[src/rtl/pipe_pkg.sv]
// Shared definitions for the five-stage pipeline: sequencer states and
// pipeline register indices used by the sequencer and the register modules.
package pipe_pkg;

  typedef enum logic [1:0] {
    RUN      = 2'd0,
    MEM_WAIT = 2'd1,
    DRAIN    = 2'd2,
    HALTED   = 2'd3
  } seq_state_t;

  // Pipeline register indices; pwrite/phold bit N controls register N.
  localparam int IF_ID  = 1;
  localparam int ID_EX  = 2;
  localparam int EX_MEM = 3;
  localparam int MEM_WB = 4;

endpackage

[src/rtl/hazard_detect.sv]
// Load-use comparator: flags when the load in EX writes a register that the
// instruction in ID reads. Register 0 is hardwired zero and never hazards.
module hazard_detect (
  input  logic [4:0] id_rs,
  input  logic [4:0] id_rt,
  input  logic       id_uses_rt,
  input  logic [4:0] ex_dest,
  input  logic       ex_memread,
  output logic       load_use
);

  logic rs_hit;
  logic rt_hit;

  assign rs_hit   = (ex_dest == id_rs);
  assign rt_hit   = id_uses_rt && (ex_dest == id_rt);
  assign load_use = ex_memread && (ex_dest != 5'd0) && (rs_hit || rt_hit);

endmodule

[src/rtl/pipeline_sequencer.sv]
// Stall/flush controller for the five-stage pipeline. Decides each cycle
// whether each pipeline register loads, holds or bubbles and whether the PC
// advances. State updates on the falling clock edge, matching the pipeline
// registers; control outputs are combinational so hazards respond in the
// same cycle.
module pipeline_sequencer
  import pipe_pkg::*;
#(
  parameter int MEM_TIMEOUT  = 64,
  parameter int DRAIN_CYCLES = 3
) (
  input  logic        clk,
  input  logic        reset_n,
  input  logic [4:0]  id_rs,
  input  logic [4:0]  id_rt,
  input  logic        id_uses_rt,
  input  logic [4:0]  ex_dest,
  input  logic        ex_memread,
  input  logic        ex_branch_taken,
  input  logic        mem_req,
  input  logic        mem_ready,
  input  logic        halt_req,
  output logic        pc_write,
  output logic        pwrite1,
  output logic        pwrite2,
  output logic        pwrite3,
  output logic        pwrite4,
  output logic        phold1,
  output logic        phold2,
  output logic        phold3,
  output logic        halted,
  output logic        mem_error,
  output logic [15:0] stall_count
);

  localparam int WAIT_W  = $clog2(MEM_TIMEOUT + 1);
  localparam int DRAIN_W = (DRAIN_CYCLES > 1) ? $clog2(DRAIN_CYCLES) : 1;
  localparam logic [WAIT_W-1:0]  WAIT_LIMIT = WAIT_W'(MEM_TIMEOUT);
  localparam logic [DRAIN_W-1:0] DRAIN_LAST = DRAIN_W'(DRAIN_CYCLES - 1);

  seq_state_t         state;
  logic [WAIT_W-1:0]  wait_cnt;
  logic [DRAIN_W-1:0] drain_cnt;
  logic               load_use;
  logic               mem_stall;
  logic               pc_w;
  logic [4:1]         pw;
  logic [3:1]         ph;

  function automatic logic [15:0] sat_inc(input logic [15:0] v);
    return (v == 16'hFFFF) ? v : v + 16'd1;
  endfunction

  hazard_detect u_hazard (
    .id_rs      (id_rs),
    .id_rt      (id_rt),
    .id_uses_rt (id_uses_rt),
    .ex_dest    (ex_dest),
    .ex_memread (ex_memread),
    .load_use   (load_use)
  );

  assign mem_stall = mem_req && !mem_ready;

  // Output mux: per-state control with RUN priority mem wait > branch > halt > load-use.
  always_comb begin
    pc_w = 1'b1;
    pw   = 4'b1111;
    ph   = 3'b000;
    case (state)
      RUN: begin
        if (mem_stall) begin
          pc_w       = 1'b0;
          ph         = 3'b111;
          pw[MEM_WB] = 1'b0;
        end else if (ex_branch_taken) begin
          pw[IF_ID] = 1'b0;
          pw[ID_EX] = 1'b0;
        end else if (halt_req) begin
          pc_w      = 1'b0;
          pw[IF_ID] = 1'b0;
        end else if (load_use) begin
          pc_w      = 1'b0;
          ph[IF_ID] = 1'b1;
          pw[ID_EX] = 1'b0;
        end
      end
      MEM_WAIT: begin
        if (mem_ready) begin
          if (ex_branch_taken) begin
            pw[IF_ID] = 1'b0;
            pw[ID_EX] = 1'b0;
          end
        end else begin
          pc_w       = 1'b0;
          ph         = 3'b111;
          pw[MEM_WB] = 1'b0;
        end
      end
      DRAIN: begin
        pc_w = 1'b0;
        if (mem_stall) begin
          ph         = 3'b111;
          pw[MEM_WB] = 1'b0;
        end else begin
          pw[IF_ID] = 1'b0;
        end
      end
      HALTED: begin
        pc_w = 1'b0;
        pw   = 4'b0000;
      end
      default: begin
        pc_w = 1'b0;
        pw   = 4'b0000;
      end
    endcase
    if (!reset_n) begin
      pc_w = 1'b0;
      pw   = 4'b0000;
      ph   = 3'b000;
    end
  end

  assign pc_write = pc_w;
  assign pwrite1  = pw[IF_ID];
  assign pwrite2  = pw[ID_EX];
  assign pwrite3  = pw[EX_MEM];
  assign pwrite4  = pw[MEM_WB];
  assign phold1   = ph[IF_ID];
  assign phold2   = ph[ID_EX];
  assign phold3   = ph[EX_MEM];
  assign halted   = (state == HALTED);

  // FSM, wait/drain counters, sticky timeout error and saturating stall counter.
  always_ff @(negedge clk or negedge reset_n) begin
    if (!reset_n) begin
      state       <= RUN;
      wait_cnt    <= '0;
      drain_cnt   <= '0;
      mem_error   <= 1'b0;
      stall_count <= 16'd0;
    end else begin
      if (state != HALTED && !pc_w) begin
        stall_count <= sat_inc(stall_count);
      end
      case (state)
        RUN: begin
          if (mem_stall) begin
            state    <= MEM_WAIT;
            wait_cnt <= WAIT_W'(1);
          end else if (!ex_branch_taken && halt_req) begin
            state     <= DRAIN;
            drain_cnt <= '0;
          end
        end
        MEM_WAIT: begin
          if (mem_ready) begin
            state <= RUN;
          end else if (wait_cnt == WAIT_LIMIT) begin
            mem_error <= 1'b1;
            state     <= HALTED;
          end else begin
            wait_cnt <= wait_cnt + 1'b1;
          end
        end
        DRAIN: begin
          // A memory wait freezes the pipe, so those cycles do not drain it.
          if (!mem_stall) begin
            if (drain_cnt == DRAIN_LAST) begin
              state <= HALTED;
            end else begin
              drain_cnt <= drain_cnt + 1'b1;
            end
          end
        end
        HALTED: begin
          state <= HALTED;
        end
        default: begin
          state <= RUN;
        end
      endcase
    end
  end

endmodule

[config.mk]
export PLATFORM = sky130hd
export DESIGN_NAME = pipeline_sequencer
export DESIGN_NICKNAME = d
export VERILOG_FILES = /design/src/rtl/pipe_pkg.sv /design/src/rtl/hazard_detect.sv /design/src/rtl/pipeline_sequencer.sv
export SDC_FILE = /design/constraint.sdc
export NUM_CORES = 1
export LEC_CHECK = 0
export ABC_AREA = 0
export CAP_MARGIN = 20
export CORE_MARGIN = 3
export CORE_UTILIZATION = 48
export DETAILED_ROUTE_END_ITERATION = 12
export GPL_TIMING_DRIVEN = 1
export PLACE_DENSITY_LB_ADDON = 0.12
export SETUP_SLACK_MARGIN = 0.05
export SLEW_MARGIN = 20
export SYNTH_ARGS = -nofsm -noshare
export SYNTH_HDL_FRONTEND = slang
export SYNTH_SLANG_ARGS = --single-unit
[constraint.sdc]
create_clock -name clk -period 2.15 [get_ports clk]
set_clock_uncertainty 0.1 [all_clocks]
set_input_delay 0.3225 -clock clk [delete_from_list [all_inputs] [get_ports clk]]
set_output_delay 0.3225 -clock clk [all_outputs]
set_load 0.01 [all_outputs]
==> impl_metrics.json <==
{
  "yosysTopAreaCell": "dfrtn_1",
  "ant_nets": 0,
  "ys_seq_area_frac": 0.401,
  "die_h_um": 66.3,
  "fillers": 61,
  "powerDensity_nw_per_um2": 904,
  "setup_slack_ps": -1100,
  "ios": 49,
  "die-area_um2": 4400,
  "synth_cell_types": 42,
  "ir_worst_vdd_mv": 0.810,
  "antenna_found_initial": 0,
  "drc": 0,
  "portBuffers": 48,
  "grt_pass1_vias": 2226,
  "cts_buffer_depth": 2,
  "synthArstFlopShare": 1.00,
  "path_class": "reg -> out",
  "p_comb_frac": 0.623,
  "synth_edf_count": 0,
  "dp_hpwl_um": 3620,
  "grt_usage": 0.319,
  "cp-end-kind": "output pin",
  "placed_area_um2": 2680,
  "worstMarginPinSlew_ps": 711,
  "drtPass1Iterations": 5,
  "setup_viol": 49,
  "routedWlPerCell_um": 27.0,
  "clkTransAtPathRegs_ps": 110,
  "finalHoldViolations": 0,
  "p_clk_frac": 0.094,
  "arrival_ps": 2820,
  "num_rows": 21,
  "finalNetCount": 347,
  "max-slew-margin-rel": 0.524,
  "power_mw": 2.99,
  "min-delay-start": "wait_cnt[6]$_DFFE_NN0P_",
  "power_frac_seq": 0.283,
  "rsz0062_at_grt": "yes",
  "outcome": "complete, but fails checks",
  "ys_warn_count": 0,
  "cts_hold_buf": 0,
  "clk_latency_ps": 330,
  "vias_per_cell": 6.65,
  "cts_tree": "yes",
  "cp_max_fo": 6,
  "routed-via-count": 2429,
  "violations": "setup timing",
  "clk_root_buffer_cell": "clkbuf_4",
  "drive_above_1_share": 0.564,
  "crit_path_start_kind": "flip-flop",
  "synthFlopType": "dfrtn_1",
  "synth_top_area_frac": 0.401,
  "maxCapViolCount": 0,
  "wl_um": 9840,
  "switchingPower_mw": 1.31,
  "synth-seq-cells": 28,
  "synth.cell_area_um2": 1750,
  "yosysMostFrequentCell": "dfrtn_1",
  "grt-ovfl-total": 0,
  "synth_nets": 218,
  "fin_area_um2": 3310,
  "syn-instance-count": 191,
  "required_ps": 1730,
  "start_util": 0.511,
  "cts_sinks": 28,
  "die_x_um": 66.3,
  "syn_area_per_cell_um2": 9.14,
  "crit_start": "state[0]$_DFFE_NN0P_",
  "cts_inserted_buffers": 3,
  "fp.coreArea_um2": 3420,
  "reg2reg_from": "stall_count[9]$_DFFE_NN0P_",
  "cts_max_level": 1,
  "grt_pass1_wl_um": 10700,
  "grt_start_max_net_pins": 34,
  "intPower_mw": 1.68,
  "synth_area_leaders": "dfrtn_1, xor2_1, xnor2_1",
  "hold_path.class": "reg -> reg",
  "seq_area_um2": 701,
  "synth_commonest_cells": "dfrtn_1, xor2_1, nand2_1, nor2_1",
  "maxSlewViolCount": 0,
  "diodes": 0,
  "leakagePower_nw": 1.53,
  "switching_share": 0.437,
  "multiInputGateArea_um2": 1370,
  "drtIter0Drc": 461,
  "area_delta_synth_final_pct": 89.3,
  "place_congestion": 0.859
}
-- metal layers --
| layer | part of all wire | GRT usage |
|---|---|---|
| met1 | 0.33 | 0.361 |
| met2 | 0.49 | 0.564 |
| met3 | 0.096 | 0.0748 |
| met4 | 0.091 | 0.145 |
| met5 | 0 | 0 |
-- layout by cell type (no fill, tap or decap), types with 5 or more instances in the layout --
master | synthesis | layout
clkdlybuf4s15_1 | 0 | 6
a21oi_2 | 1 | 7
buf_2 | 2 | 22
nor2_1 | 16 | 10
nand2_1 | 16 | 14
nor4_4 | 0 | 5
buf_4 | 1 | 64
buf_6 | 1 | 28
xnor2_1 | 10 | 6
nand4_1 | 10 | 10
dfrtn_1 | 28 | 28
xor2_1 | 19 | 18
and3_1 | 6 | 6
-- final timing paths --
check | endpoint | slack (ps) | cells past startpoint
worst max-delay path | phold1 | -1100 | 6
worst min-delay path | wait_cnt[6]$_DFFE_NN0P_ | 470 | 2
min in group asynchronous | wait_cnt[3]$_DFFE_NN0P_ | 1380 | 2
worst max register to register | stall_count[10]$_DFFE_NN0P_ | -620 | 9
worst min register to register | wait_cnt[6]$_DFFE_NN0P_ | 470 | 2
max in group asynchronous | stall_count[13]$_DFFE_NN0P_ | 220 | 2
-- final cells by class --
cell class / count / share of cell area
Clock buffer: 4 / 0.0110
Multi-Input combinational cell: 148 / 0.414
Timing Repair Buffer: 132 / 0.336
Tap cell: 46 / 0.0174
Sequential cell: 28 / 0.212
Inverter: 7 / 0.00984
-- state kept, by name, summed over array words and instances (netlist names) --
register / flops
stall_count: 16
mem_error: 1
wait_cnt: 7
drain_cnt: 2
state: 2
-- repair_timing --
action | in CTS | in global routing
setup buffers | 26 | 12
pin swaps | 36 | 42
endpoints found under the setup margin | 54 | 52
gates resized for setup | 189 | 51
cloned | 1 | 0
-- critical path: stages (launching register included) --
cell     delay, ps
dfrtn_1        500
nor2_2          80
or2_4          240
buf_6          150
o21ai_2        130
and3_1         180
buf_2          150
-- kinds of logic after synthesis --
kind of cell	share of synthesized area
compound gates	0.113
xor+xnor	0.145
fa+ha+maj	0.0287
buf+inv	0.0401
flops	0.401
mux	0.00645
simple gates	0.265
-- through the flow --
step	hold WS (ps)	cells	setup slack [ps]	util	TNS, ps
2_1_floorplan	341	191	-913	-	-20620
3_3_place_gp	359	323	-1440	0.785	-45210
3_5_place_dp	383	323	-1490	0.785	-46880
4_1_cts	385	354	-968	0.893	-28380
5_1_grt	480	365	-1130	0.968	-32220
6_report	466	365	-1100	0.968	-31170
-- power groups by stage --
stage | Clock [mW] | Combinational (mW) | Sequential (mW)
2_1_floorplan | 0 | 0.548 | 0.882
3_3_place_gp | 0 | 1.15 | 0.811
3_5_place_dp | 0 | 1.20 | 0.823
4_1_cts | 0.263 | 1.52 | 0.802
5_1_grt | 0.296 | 1.93 | 0.852
6_report | 0.280 | 1.86 | 0.845
Power figures use the tool's default switching activity.
